<file path="src/rtl/cpu_monitor.sv">
// cpu_monitor: takes a snapshot of the pipeline fetch/ALU state and counts stall
// and redirect events. It shows one 16-bit page at a time on a multiplexed 4-digit
// 7-segment display. A debounced push-button steps through the eight pages.
module cpu_monitor #(
  parameter int REFRESH_DIV     = 50000,
  parameter int DEBOUNCE_CYCLES = 1000000
) (
  input  logic        clk,
  input  logic        reset,
  input  logic [31:0] PC,
  input  logic [31:0] Instruction_if,
  input  logic [31:0] ALUResult,
  input  logic [2:0]  JumpFlag,
  input  logic        Stall,
  input  logic        freeze,
  input  logic        clr,
  input  logic        page_btn,
  output logic [3:0]  sel,
  output logic [7:0]  data
);

  localparam int REF_W = (REFRESH_DIV > 1) ? $clog2(REFRESH_DIV) : 1;
  localparam int DEB_W = (DEBOUNCE_CYCLES > 1) ? $clog2(DEBOUNCE_CYCLES) : 1;
  localparam logic [REF_W-1:0] REF_LAST = REF_W'(REFRESH_DIV - 1);
  localparam logic [DEB_W-1:0] DEB_LAST = DEB_W'(DEBOUNCE_CYCLES - 1);

  // Active-low hex font, bit order g..a
  function automatic logic [6:0] seg7(input logic [3:0] nib);
    logic [6:0] s;
    case (nib)
      4'h0: s = 7'b1000000;
      4'h1: s = 7'b1111001;
      4'h2: s = 7'b0100100;
      4'h3: s = 7'b0110000;
      4'h4: s = 7'b0011001;
      4'h5: s = 7'b0010010;
      4'h6: s = 7'b0000010;
      4'h7: s = 7'b1111000;
      4'h8: s = 7'b0000000;
      4'h9: s = 7'b0010000;
      4'hA: s = 7'b0001000;
      4'hB: s = 7'b0000011;
      4'hC: s = 7'b1000110;
      4'hD: s = 7'b0100001;
      4'hE: s = 7'b0000110;
      default: s = 7'b0001110;
    endcase
    return s;
  endfunction

  logic [31:0]      pc_p0, instr_p0, alu_p0;
  logic [2:0]       jump_p0;
  logic [15:0]      stall_cnt, jump_cnt;
  logic             btn_s1, btn_s2, btn_lvl;
  logic [DEB_W-1:0] deb_cnt;
  logic             btn_rise;
  logic [2:0]       page;
  logic [REF_W-1:0] refresh_cnt;
  logic [1:0]       digit;
  logic [15:0]      field;
  logic [3:0]       nibble;
  logic             dp;
  logic [3:0]       sel_p1;
  logic [7:0]       data_p1;

  // ---- stage p0: snapshot of pipeline state, frozen while freeze is high ----
  // Capture the pipeline signals every cycle unless the user has frozen the view
  always_ff @(posedge clk or negedge reset) begin
    if (!reset) begin
      pc_p0    <= '0;
      instr_p0 <= '0;
      alu_p0   <= '0;
      jump_p0  <= '0;
    end else if (!freeze) begin
      pc_p0    <= PC;
      instr_p0 <= Instruction_if;
      alu_p0   <= ALUResult;
      jump_p0  <= JumpFlag;
    end
  end

  // Saturating stall counter; clear wins over increment and freeze is ignored
  always_ff @(posedge clk or negedge reset) begin
    if (!reset)                              stall_cnt <= '0;
    else if (clr)                            stall_cnt <= '0;
    else if (Stall && stall_cnt != 16'hFFFF) stall_cnt <= stall_cnt + 16'd1;
  end

  // Saturating redirect counter; any of JR/J/Z counts as one event per cycle
  always_ff @(posedge clk or negedge reset) begin
    if (!reset)                                  jump_cnt <= '0;
    else if (clr)                                jump_cnt <= '0;
    else if ((|JumpFlag) && jump_cnt != 16'hFFFF) jump_cnt <= jump_cnt + 16'd1;
  end

  // Two-flop synchronizer for the raw push-button
  always_ff @(posedge clk or negedge reset) begin
    if (!reset) begin
      btn_s1 <= 1'b0;
      btn_s2 <= 1'b0;
    end else begin
      btn_s1 <= page_btn;
      btn_s2 <= btn_s1;
    end
  end

  // A rising debounced edge is the final accepted sample of a 0->1 change
  assign btn_rise = btn_s2 && !btn_lvl && (deb_cnt == DEB_LAST);

  // Debouncer: flip the level only after a run of identical differing samples
  always_ff @(posedge clk or negedge reset) begin
    if (!reset) begin
      btn_lvl <= 1'b0;
      deb_cnt <= '0;
    end else if (btn_s2 != btn_lvl) begin
      if (deb_cnt == DEB_LAST) begin
        btn_lvl <= btn_s2;
        deb_cnt <= '0;
      end else begin
        deb_cnt <= deb_cnt + DEB_W'(1);
      end
    end else begin
      deb_cnt <= '0;
    end
  end

  // Page selector advances on each accepted press and wraps 7->0
  always_ff @(posedge clk or negedge reset) begin
    if (!reset)        page <= '0;
    else if (btn_rise) page <= page + 3'd1;
  end

  // Digit scan: hold each digit for REFRESH_DIV cycles, independent of page
  always_ff @(posedge clk or negedge reset) begin
    if (!reset) begin
      refresh_cnt <= '0;
      digit       <= '0;
    end else if (refresh_cnt == REF_LAST) begin
      refresh_cnt <= '0;
      digit       <= digit + 2'd1;
    end else begin
      refresh_cnt <= refresh_cnt + REF_W'(1);
    end
  end

  // Select the 16-bit field for the current page, then the digit's nibble and dp
  always_comb begin
    field = '0;
    case (page)
      3'd0: field = pc_p0[15:0];
      3'd1: field = pc_p0[31:16];
      3'd2: field = instr_p0[15:0];
      3'd3: field = instr_p0[31:16];
      3'd4: field = alu_p0[15:0];
      3'd5: field = alu_p0[31:16];
      3'd6: field = stall_cnt;
      default: field = jump_cnt;
    endcase
    nibble = field[{digit, 2'b00} +: 4];
    dp     = !((digit == 2'd3 && freeze) || (digit == 2'd0 && jump_p0 != 3'b000));
  end

  // ---- stage p1: registered display drive ----
  // Register digit enables and segments so the pins are glitch-free
  always_ff @(posedge clk or negedge reset) begin
    if (!reset) begin
      sel_p1  <= 4'b1110;
      data_p1 <= 8'hC0;
    end else begin
      sel_p1  <= ~(4'b0001 << digit);
      data_p1 <= {dp, seg7(nibble)};
    end
  end

  assign sel  = sel_p1;
  assign data = data_p1;

endmodule

</file>
<file path="config.mk">
export PLATFORM = sky130hd
export DESIGN_NAME = cpu_monitor
export DESIGN_NICKNAME = d
export VERILOG_FILES = /design/src/rtl/cpu_monitor.sv
export SDC_FILE = /design/constraint.sdc
export NUM_CORES = 1
export LEC_CHECK = 0
export ABC_AREA = 0
export BUFFER_PORTS_ARGS = -buffer_cell sky130_fd_sc_hd__buf_2
export CORE_MARGIN = 3
export CORE_UTILIZATION = 60
export CTS_BUF_LIST = sky130_fd_sc_hd__clkbuf_4
export DETAILED_ROUTE_END_ITERATION = 6
export PLACE_DENSITY_LB_ADDON = 0.05
export SYNTH_ARGS = -nofsm -noshare
export SYNTH_HDL_FRONTEND = slang
export SYNTH_SLANG_ARGS = --single-unit
</file>
<file path="constraint.sdc">
create_clock -name clk -period 8.99 [get_ports clk]
set_clock_uncertainty 0.2 [all_clocks]
set_input_delay 2.697 -clock clk [delete_from_list [all_inputs] [get_ports clk]]
set_output_delay 2.697 -clock clk [all_outputs]
set_load 0.1 [all_outputs]
</file>
# --- Yosys cells after proc, flatten, opt, wreduce, memory -nomap -nowiden ---
# Memory sizes are Yosys's and may differ from the RTL's. A register that Yosys moved wholly into a read port is not among the register bits.
# Index checks and enable logic that the tools add are counted.
op_classes:
  n_mux: 8
  eq_ne: 12
  n_shift: 2
  addsub: 6
  n_bitwise: 1
  reduce_logical: 17
op_table:
  columns: ["op", "count"]
  rows:
  - ["one-hot mux 16 bit (7 select lines)", 1]
  - ["2-to-1 mux 16 bit", 5]
  - ["adder 16 x 1 -> 16 bit, second input constant", 3]
  - ["2-to-1 mux 20 bit", 2]
  - ["!= test 16 bit, second input constant", 2]
  - ["adder 20 x 1 -> 20 bit, second input constant", 1]
  - ["== test 20 bit, second input constant", 1]
  - ["== test 16 bit, second input constant", 1]
  - ["variable part select 16 x 5 -> 4 bit", 1]
  - ["== test 3 bit, second input constant", 3]
  - ["== test 3 x 2 -> 1 bit, second input constant", 2]
  - ["logical AND 1 bit", 6]
  - ["inverter 4 bit", 1]
  - ["nonzero test 2 bit", 2]
  - ["left shift 1 x 2 -> 4 bit, first input constant", 1]
  - ["adder 3 x 1 -> 3 bit, second input constant", 1]
  - ["== test 3 x 1 -> 1 bit, second input constant", 1]
  - ["zero test 1 bit", 3]
  - ["zero test 3 bit", 1]
  - ["nonzero test 3 bit", 1]
  - ["OR reduction 3 bit", 1]
  - ["adder 2 x 1 -> 2 bit, second input constant", 1]
  - ["== test 2 bit, second input constant", 1]
  - ["zero test 2 bit", 1]
  - ["other kinds (3)", 3]
word_totals:
  inputBits: 105
  output_inout_bits: 12
  memories: 1
  romBits: 112
  regBits: 187
  wordCells: 62
mem_list:
  columns: ["memory", "depth", "word_bits", "read_ports", "rd_ports_with_merged_regs", "wr", "line", "source"]
  rows:
  - ["(name not given)", 16, 7, 1, 1, 0, "30", "case (nib)"]

# --- Depth between registers and ports, before layout ---
# Gate-level depths: netlist (run 1).
logic_depth:
  depth_word: 4
  depth_mapped: 15
  ltp_nobuf: 12

# --- Worst setup path before layout (run 1) ---
# OpenSTA, ideal clock, no wires.
synth_path:
  path_kind: "input to register"
  start: "in JumpFlag[1]"
  end: "reg jump_cnt[13]"
  setup_ps: 132
  path_buffers: 0
  t_arrival_ps: 3722
  required_ps: 8658
  setup_slack_ps: 4936
  stages: 6
  path_cell_list: "or3_1 o21a_1 and3_1 nand3_1 xor2_1 nor2_1"
synth_between:
  elab_chain_len: 3
synth_rtl:
  columns: ["element", "line", "source"]
  rows:
  - ["start, declared", "13", "input logic [2:0] JumpFlag,"]
  - ["OR reduction 3 bit", "93", "else if ((|JumpFlag) && jump_cnt != 16'hFFFF) jump_cnt <= jump_cnt + 16'd1;"]
  - ["logical AND 1 bit", "93", null]
  - ["nonzero test 2 bit (no line)", null, null]
  - ["end signal, assigned", "93", null]
  - ["end, declared", "53", "logic [15:0] stall_cnt, jump_cnt;"]
# Every way passes these cells.
# A chain may end at the register's enable or synchronous reset.

# --- Worst setup path in the final report (run 1) ---
layout_path:
  start: "reg page[2]"
  end: "reg data_p1[1], in the netlist data[1]"
layout_between:
  elab_chain_len: 3
  word_cells_on_any_way: 9
  classes_between: "6 x eq/ne; 1 x shift; 1 x mux; 1 x reduce/logical"
layout_rtl:
  columns: ["element", "line", "source"]
  rows:
  - ["start, declared", "57", "logic [2:0] page;"]
  - ["start signal, assigned", "130", "else if (btn_rise) page <= page + 3'd1;"]
  - ["== test 3 bit, or another cell as far along", "149", "case (page)"]
  - ["one-hot mux 16 bit (7 select lines) (*)", "149", null]
  - ["variable part select 16 x 5 -> 4 bit (*)", "159", "nibble = field[{digit, 2'b00} +: 4];"]
  - ["end, declared", "64", "logic [7:0] data_p1;"]
# Mark *: on every way between the ends. The rest lies on a longest branch, timed or not.

==> results.py, run 1 <==
metrics = {
    "global_route": {
        "antenna_found_initial": 1,
        "gr-total-overflow": 0,
        "grt_pass1_vias": 6218,
        "track_usage_pct": 25.10,
        "grt_pass1_wl_um": 31780,
        "grt_max_degree": 100,
    },
    "layout": {
        "fill_cells": 1080,
        "final_cell_mix": "dfrtp_1, buf_2, mux2_2",
        "diodes": 0,
        "final_common_cell": "dfrtp_1",
        "drive_gt1_share_pct": 31.39,
        "final_util_pct": 69.02,
        "syn2layout_area_growth_pct": 10.35,
        "final_cells": 1053,
        "nets": 985,
    },
    "run": {
        "cap_violations": 0,
    },
    "clock_network": {
        "cts.sinks": 187,
        "cts.clk_slew.worst_paths_ns": 0.15,
        "cts_tree": "done",
        "clkLatencyLatePin_ns": 0.59,
        "cts_hold_buf": 0,
        "cts_made_buffers": 17,
        "post_cts_buffers": 0,
        "cts_max_path_buffers": 2,
        "h-tree-depth": 4,
        "clock_tree.root_cell": "clkbuf_4",
        "cts_resized": 0,
    },
    "setup_path": {
        "critPathRequiredTime_ns": 9.28,
        "path_cells": "inv_1, ha_1, nor4_4, a221oi_1, o21ai_0, o211ai_1, a31oi_1, inv_1, ha_1, inv_1, mux2i_1, a22o_1",
        "critPathMaxStageDelay_ns": 1.04,
        "r2r_slack_ns": 4.29,
        "worstSetupPathType": "reg -> reg",
        "crit_path_max_fanout": 28,
        "slowest_stage": "dfrtp_1",
        "r2r_start": "page[2]",
        "end_kind": "flop",
        "crit_path_start_kind": "flop",
        "reg2regPathDepth": 12,
        "crit_path_frequent_cell": "inv_1",
        "r2r-end": "data[1]",
        "arrival_ns": 4.99,
    },
    "route": {
        "routedWlPerCell_um": 18.65,
        "first_iter_violations": 491,
        "ant_nets": 0,
        "wl_um": 19630,
        "firstDrtPassIters": 7,
        "drc": 2,
        "viasPerCell": 6.015,
        "vias": 6334,
    },
    "sta": {
        "period_share_pct": 52.24,
        "slew_headroom_pct": 26.41,
        "fin_crit_ns": 4.696,
        "hold_viol_final": 0,
        "hold_ws_ns": 0.1742,
        "tightest_slew_ns": 1.104,
        "fin_setup_tns_ns": 0,
        "rsz0062_at_grt": "false",
        "setup_viol": 0,
        "fmax_mhz": 212.9,
        "finalMaxSlewViolations": 0,
    },
    "logic_synthesis": {
        "ys_seq_area_share_pct": 52.95,
        "ys_warn_count": 0,
        "synth_top_cells_by_area": "dfrtp_1, mux2_2, nor2_1",
        "synth_cells": 759,
        "synth_area_leader_cell": "dfrtp_1",
        "synth_area_per_cell_um2": 11.66,
        "syn_nets": 884,
        "syn-cell-area_um2": 8850,
        "synth_ff_type": "dfrtp_1",
        "netlist.area_leader.share_pct": 51.46,
        "synth_edf_count": 0,
        "ys_types": 52,
        "async_flop_share_pct": 100.0,
        "synth_seq_cells": 187,
    },
    "pwr": {
        "vdd_drop_max_mv": 0.09438,
        "total_leakage_power_nw": 4.374,
        "powerDensity_nw_per_um2": 162.2,
    },
    "hold_path": {
        "hp-start": "btn_s1",
        "hold_depth": 0,
        "hold_path_class": "reg -> reg",
        "min_to": "btn_s2",
    },
    "die": {
        "ios": 117,
        "start_util_pct": 62.54,
        "die_area_um2": 16240,
        "die_height_um": 127.4,
        "fp-row-count": 43,
        "die_w_um": 127.4,
        "core-area_um2": 14150,
    },
    "placed_design": {
        "place.gp.congestion": 0.8274,
        "place_inst": 1021,
        "portBuffers": 116,
        "hpwl_um": 14050,
    },
    "run_status": {
        "violations": "design-rule violations",
        "status": "finished with violations",
    },
}
## where the power goes
| group | internal (mW) | switching, mW | leakage (nW) | total (mW) |
|---|---|---|---|---|
| Combinational | 0.0886 | 0.127 | 1.90 | 0.216 |
| Sequential | 0.896 | 0.0317 | 2.34 | 0.927 |
| Clock | 0.163 | 0.278 | 0.138 | 0.441 |
| Total | 1.15 | 0.437 | 4.37 | 1.58 |
## flip-flops by register name, summed over array words and instances, names as in the netlist
name         flops
jump_p0          3
data             8
stall_cnt       16
btn_s1           1
refresh_cnt     16
btn_s2           1
btn_lvl          1
digit            2
alu_p0          32
instr_p0        32
pc_p0           32
sel              4
jump_cnt        16
page             3
deb_cnt         20
## worst max-delay path, delay by kind of cell, from the launching register on
family                   cells  cell delay, ns
AO/OA/AOI/OAI                5            1.04
multiplexers                 1            0.09
buffers and inverters        3            0.73
adder cells (fa/ha/maj)      2            0.89
AND/OR/NAND/NOR              1            0.59
flip-flops                   1            1.04
## logic make-up (layout without fill, tap and decap cells)
| kind of cell | after synthesis | in the layout | synth area share (%) |
|---|---|---|---|
| multiplexers | 120 | 120 | 15.40 |
| AND/OR/NAND/NOR | 226 | 226 | 12.05 |
| buffers and inverters | 55 | 169 | 2.955 |
| AO/OA/AOI/OAI | 90 | 90 | 7.790 |
| XOR/XNOR | 61 | 61 | 6.037 |
| adder cells (fa/ha/maj) | 20 | 20 | 2.828 |
| flip-flops | 187 | 187 | 52.95 |
## worst max path at each step
stage,from,to,depth (start not counted)
after floorplan,JumpFlag[1],jump_cnt[13],6
after global routing,page[2],data[1],12
after global placement,reset,refresh_cnt[9],2
after CTS,page[2],data[1],12
after detailed placement,reset,refresh_cnt[7],2
final,page[2],data[1],12
## cells in the mapped netlist (all sizes together), types with 2 or more instances
cell,count
mux2i,9
or2,3
nor2b,2
a221o,3
buf,19
xnor2,25
o211ai,4
and2b,2
nor2,86
nand4,14
and2,2
a2111oi,2
nor4,4
nand3,26
a211oi,2
nor3,6
mux4,2
a221oi,11
a21oi,13
nand2,55
or3,4
and3,12
ha,20
a222oi,19
inv,15
dfrtp,182
a22oi,6
nor4b,2
o21ai,15
clkbuf,20
a32oi,2
xor2,36
a22o,3
a31oi,5
dfstp,5
and4,4
mux2,109
## metrics by stage
| step | power [mW] | area (um^2) | setup WS [ns] |
|---|---|---|---|
| 2_1_floorplan | 1.080 | 8850 | 4.936 |
| 3_3_place_gp | 1.149 | 9500 | 4.281 |
| 3_5_place_dp | 1.160 | 9500 | 4.197 |
| 4_1_cts | 1.601 | 9766 | 4.400 |
| 5_1_grt | 1.661 | 9766 | 3.929 |
| 6_report | 1.584 | 9766 | 4.294 |
## final cells by class
class	count	area [um^2]	share of cell area [%]
clock inverter	14	130.1	1.332
timing repair buffer	121	626.9	6.419
tap	180	225.2	2.306
clock buffer	18	135.1	1.384
inverter	16	60.06	0.6150
sequential	187	4686	47.98
multi-input combinational	517	3902	39.96
## routing by layer
metal	up-vias	share of wire (%)	global-route usage (%)
li1	2914	-	-
met1	3172	44	34.91
met2	220	47	38.93
met3	26	7.4	6.898
met4	2	1.6	7.508
met5	-	0.046	0
(Power assumes the default switching activity.)
==> inputs of run 2 (changes only) <==
- ABC_AREA: 0 -> 1
- CORE_UTILIZATION: 60 -> 55
- clock period: 8.99 -> 3.98 ns (I/O delays scaled with it)
==> run 2 against run 1 <==
The run now ends clean. Non-clock buffer count rose by 7. Design area rose by 12%. Routed wire length rose by 24%. Critical path depth rose by 3. Via count rose by 28%. Synthesized cell count rose by 53%. Register-to-register slack got worse by 3.3 ns. Sequential power rose by 130%. Area after synthesis rose by 12%. Clock power rose by 140%. Utilization fell by 6.4 points. Total power rose by 130%. Critical path type unchanged. Critical endpoint is now data[0]. Largest power group unchanged.
==> results.py, run 2 <==
metrics = {
    "run_status": {
        "status": "finished, final reports clean",
    },
    "sta": {
        "rsz0062_at_grt": "false",
        "tightest_slew_ns": 0.6660,
        "slew_headroom_pct": 55.60,
        "fin_crit_ns": 3.027,
        "fmax_mhz": 330.4,
        "fin_setup_tns_ns": 0,
        "setup_viol": 0,
        "period_share_pct": 76.05,
        "hold_viol_final": 0,
        "finalMaxSlewViolations": 0,
    },
    "setup_path": {
        "reg2regPathDepth": 15,
        "critPathRequiredTime_ns": 4.27,
        "path_buf_inv": 2,
        "slowest_stage": "dfrtp_1",
        "crit_path_max_fanout": 17,
        "path_cells": "ha_1, ha_1, nor2_4, nand2_2, inv_1, nand2_1, nand3_1, nand2_1, nand2_1, nand2_1, ha_1, inv_1, nand2_1, nand3_1, nand2_1",
        "r2r-end": "data[0]",
        "r2r_start": "page[1]",
        "critPathMaxStageDelay_ns": 0.45,
        "end_kind": "flop",
        "worstSetupPathType": "reg -> reg",
        "crit_path_start_kind": "flop",
        "arrival_ns": 3.32,
        "r2r_slack_ns": 0.95,
        "crit_family": "simple AND/OR/NAND/NOR gates",
        "crit_path_frequent_cell": "nand2_1",
    },
    "logic_synthesis": {
        "syn_nets": 1284,
        "synth_top_cells_by_area": "dfrtp_1, mux2_2, nand2_1",
        "synthAdderAreaFrac_pct": 2.525,
        "ys_top_cells_by_count": "nand2_1, dfrtp_1, nand3_1, nor2_1, inv_1",
        "synthSimpleGateAreaFrac_pct": 26.67,
        "synth_seq_cells": 187,
        "netlist.area_leader.share_pct": 45.95,
        "synth_cells": 1159,
        "synth_top_family_by_area": "simple AND/OR/NAND/NOR gates",
        "ys_warn_count": 0,
        "synth_compound_area_share_pct": 4.772,
        "synth_area_leader_cell": "dfrtp_1",
        "synth_area_per_cell_um2": 8.552,
        "async_flop_share_pct": 100.0,
        "ys_types": 41,
        "synth_most_common_cell": "nand2_1",
        "synthXorXnorAreaFrac_pct": 2.209,
        "synth_edf_count": 0,
        "syn-cell-area_um2": 9912,
        "ys_seq_area_share_pct": 47.27,
        "synthMuxAreaShare_pct": 9.884,
        "synth_ff_type": "dfrtp_1",
    },
    "placed_design": {
        "portBuffers": 116,
        "post_dp_cell_area_um2": 10670,
        "place.gp.congestion": 0.9061,
        "hpwl_um": 17980,
    },
    "route": {
        "wl_met3_um": 1343,
        "wl_met2_um": 10950,
        "ant_nets": 0,
        "routedWlPerCell_um": 16.18,
        "met1_length_um": 11490,
        "wl_um": 24300,
        "vias": 8137,
        "viasPerCell": 5.417,
        "firstDrtPassIters": 6,
        "drc": 0,
        "highest_layer": "met4",
        "first_iter_violations": 722,
    },
    "hold_path": {
        "hold_path_class": "reg -> reg",
        "min_to": "btn_s2",
        "hold_depth": 0,
        "hp-start": "btn_s1",
    },
    "layout": {
        "syn2layout_area_growth_pct": 10.39,
        "nets": 1387,
        "final_cell_mix": "nand2_1, dfrtp_1, nand3_1",
        "reg_top3": "alu_p0 x32, instr_p0 x32, pc_p0 x32",
        "fin_area_um2": 10940,
        "final_common_cell": "nand2_1",
        "drive_gt1_share_pct": 21.57,
    },
    "pwr": {
        "p_clk_share_pct": 28.8,
        "total_leakage_power_nw": 5.247,
        "swShare_pct": 29.74,
        "power_frac_seq_pct": 58.2,
        "pwr-share-comb_pct": 13.0,
        "intPower_mw": 2.529,
        "vdd_drop_max_mv": 0.2963,
        "p_sw_mw": 1.070,
        "powerDensity_nw_per_um2": 329.0,
    },
    "clock_network": {
        "clkLatencyLatePin_ns": 0.60,
        "cts_made_buffers": 17,
        "cts_hold_buf": 0,
        "cts_tree": "done",
        "h-tree-depth": 4,
        "clock_tree.root_cell": "clkbuf_4",
        "cts_max_path_buffers": 2,
        "cts.sinks": 187,
        "cts.clk_slew.worst_paths_ns": 0.15,
        "cts_resized": 0,
        "post_cts_buffers": 0,
    },
    "die": {
        "ios": 117,
        "fp-row-count": 48,
        "die_area_um2": 19670,
        "die_w_um": 140.2,
        "start_util_pct": 56.72,
        "core-area_um2": 17480,
        "die_height_um": 140.2,
    },
    "global_route": {
        "grt_max_degree": 82,
        "grt_pass1_wl_um": 39380,
        "gr-total-overflow": 0,
        "grt_pass1_vias": 7690,
        "antenna_found_initial": 1,
        "track_usage_pct": 25.12,
    },
    "run": {
        "cap_violations": 0,
    },
}
## run 2: worst max path at each step
stage,slack [ns],start,end,cells after the start
floorplan,1.33,page[2],data[3],20
global placement,1.05,JumpFlag[1],jump_cnt[11],10
detailed placement,0.98,page[1],data[3],16
CTS,0.95,page[1],data[3],16
global route,0.62,page[1],data[0],16
finish,0.95,page[1],data[0],15
## run 2: through the flow
stage	total power [mW]	std cells	utilization [%]	setup WS, ns	hold slack, ns
2_1_floorplan	2.409	1159	-	1.326	0.1312
4_1_cts	3.629	1500	62.58	0.9476	0.1702
3_5_place_dp	2.603	1468	61.03	0.9801	0.1355
3_3_place_gp	2.597	1468	61.03	1.046	0.1369
5_1_grt	3.761	1502	62.61	0.6189	0.1734
6_report	3.600	1502	62.61	0.9531	0.1677
## run 2: worst register-to-register path, delay by kind of cell (launching register included)
| kind | cells | cell delay, ns |
|---|---|---|
| adders and majority gates | 3 | 0.92 |
| buffers and inverters | 2 | 0.27 |
| DFF | 1 | 0.45 |
| and+or+nand+nor | 10 | 1.11 |
## run 2: per-layer routing
metal  track usage, %  up-vias
li1                 -     4006
met1            36.52     3841
met2            38.33      253
met3            5.292       37
met4            7.241        0
met5                0        -
## run 2: kinds of logic (layout without fill, tap and decap cells)
group | count (synthesis) | in the layout
other | 0 | 2
adder cells (fa/ha/maj) | 20 | 20
multiplexers | 87 | 87
AND/OR/NAND/NOR | 600 | 600
XOR/XNOR | 25 | 25
AO/OA/AOI/OAI | 86 | 86
buffers and inverters | 154 | 270
flip-flops | 187 | 187
## run 2: cell type report
class | count | area (um^2)
Antenna cell | 2 | 5.005
Inverter | 110 | 412.9
Fill cell | 1591 | 6535
Tap cell | 225 | 281.5
Sequential cell | 187 | 4686
Clock buffer | 18 | 135.1
Clock inverter | 14 | 136.4
Multi-Input combinational cell | 818 | 4566
Timing Repair Buffer | 128 | 719.4
## run 2: power groups by stage
stage                     Sequential, mW  Clock, mW  Combinational, mW
after CTS                           2.09       1.06              0.473
after floorplan                     2.19          0              0.222
after detailed placement            2.13          0              0.472
after global routing                2.11       1.14              0.516
final                               2.10       1.04              0.467
after global placement              2.13          0              0.467
==> inputs of run 3 (changes only) <==
- clock period: 3.98 -> 2.5 ns (I/O delays scaled with it)
==> run 3 against run 2 <==
Total power increased by 67%. Cell count grew 1.9%. Register-to-register slack got worse by 0.86 ns. Combinational power rose by 69%. Sequential power is 60% higher. Hold slack worse by 0.096 ns.
==> results.py, run 3 (synthesis gave the netlist of run 2 again) <==
metrics = {
    "run_status": {
        "status": "finished, final reports clean",
    },
    "die": {
        "start_util_pct": 56.72,
        "ios": 117,
        "die_height_um": 140.2,
        "core-area_um2": 17480,
        "die_area_um2": 19670,
        "fp-row-count": 48,
        "die_w_um": 140.2,
    },
    "clock_network": {
        "h-tree-depth": 4,
        "cts.clk_slew.worst_paths_ns": 0.15,
        "clock_tree.root_cell": "clkbuf_4",
        "cts.sinks": 187,
        "clkLatencyLatePin_ns": 0.58,
        "cts_max_path_buffers": 2,
        "cts_made_buffers": 17,
        "cts_tree": "done",
    },
    "route": {
        "routedWlPerCell_um": 16.58,
        "wl_um": 25380,
        "viasPerCell": 5.409,
        "drc": 0,
        "ant_nets": 0,
        "vias": 8281,
        "first_iter_violations": 677,
        "firstDrtPassIters": 5,
    },
    "global_route": {
        "grt_pass1_wl_um": 41520,
        "grt_pass1_vias": 7932,
        "gr-total-overflow": 0,
        "grt_max_degree": 58,
        "antenna_found_initial": 1,
        "track_usage_pct": 26.46,
    },
    "placed_design": {
        "portBuffers": 116,
        "place.gp.congestion": 0.9723,
        "hpwl_um": 19330,
        "post_dp_cell_area_um2": 10920,
        "dp_slack_ns": 0.02814,
    },
    "layout": {
        "fin_area_um2": 11470,
        "reg_top3": "alu_p0 x32, instr_p0 x32, pc_p0 x32",
        "final_cell_mix": "nand2_1, dfrtp_1, nand3_1",
        "final_common_cell": "nand2_1",
        "drive_gt1_share_pct": 25.75,
        "syn2layout_area_growth_pct": 15.75,
        "nets": 1418,
    },
    "setup_path": {
        "reg2regPathDepth": 16,
        "r2r_slack_ns": 0.09,
        "end_kind": "flop",
        "r2r-end": "data[3]",
        "critPathRequiredTime_ns": 2.76,
        "crit_path_start_kind": "flop",
        "arrival_ns": 2.67,
        "crit_path_max_fanout": 6,
        "worstSetupPathType": "reg -> reg",
        "r2r_start": "page[1]",
    },
    "pwr": {
        "total_leakage_power_nw": 5.462,
        "vdd_drop_max_mv": 0.6472,
        "finalPower_mw": 5.997,
        "powerDensity_nw_per_um2": 522.7,
    },
    "hold_path": {
        "hold_depth": 1,
        "hp-start": "page_btn",
        "min_to": "btn_s1",
        "hold_path_class": "in -> reg",
    },
    "sta": {
        "slew_headroom_pct": 67.19,
        "rsz0062_at_grt": "true",
        "fin_ws_ns": 0.09267,
        "finalMaxSlewViolations": 0,
        "fin_setup_tns_ns": 0,
        "hold_viol_final": 0,
        "hold_ws_ns": 0.07166,
        "fin_crit_ns": 2.407,
        "fmax_mhz": 415.4,
        "setup_viol": 0,
        "period_share_pct": 96.29,
        "tightest_slew_ns": 0.4956,
    },
    "run": {
        "cap_violations": 0,
    },
}
[run 3: power breakdown]
part           leakage, nW  switching, mW  internal [mW]
Clock                0.176           1.05          0.814
Sequential            2.33          0.133           3.22
Combinational         2.96          0.475          0.312
[run 3: worst max-delay path by stage]
stage / to / startpoint / depth (start not counted) / slack (ns)
2_1_floorplan: data[3] / page[2] / 20 / 0.003
3_3_place_gp: data[3] / page[0] / 14 / 0.05
3_5_place_dp: data[0] / page[0] / 16 / 0.03
4_1_cts: data[3] / page[0] / 13 / 0.003
5_1_grt: data[3] / page[0] / 16 / -0.03
6_report: data[3] / page[1] / 16 / 0.09
[run 3: critical path, cell delays in order (launching register included)]
cell and delay, ns:
dfrtp_2 0.49, ha_4 0.19, ha_4 0.19, buf_6 0.14, nand2_1 0.05, nand2_1 0.08
nor2_1 0.09, nand3_1 0.09, nand2_1 0.10, nand2_2 0.07, nand2_4 0.15, inv_4 0.07
ha_4 0.16, nand2_2 0.09, nand2_2 0.06, nand2_1 0.06, nand2_1 0.05
[run 3: per-stage QoR]
step | cells | util, %
final | 1531 | 65.65
after global routing | 1531 | 65.65
after CTS | 1524 | 64.51
after detailed placement | 1492 | 62.47
after global placement | 1492 | 62.47
after floorplan | 1159 | -
[run 3: what timing repair did]
action,in CTS,in global routing
pin swaps,0,11
gates resized for setup,8,42
endpoints found under the setup margin,7,7
buffers inserted,0,6
hold buffers,1,0
hold endpoints to repair,39,0
[run 3: layout make-up]
class                   instances  area (um^2)
flip-flops and latches        187         4688
diodes                          1        2.502
multi-input cells             818         4747
repair buffers                159         1015
inverters                     110        417.9
clock inverters                13        186.4
well taps                     225        281.5
fillers                      1498         6003
clock buffers                  18        135.1
[run 3: layer usage]
metal  up-vias  track usage [%]  part of all wire (%)
li1       4067                -                     -
met1      3970            39.11                    47
met2       219            40.78                    46
met3        25            5.360                   5.3
met4         0            5.711                   1.1
met5         -                0                     0
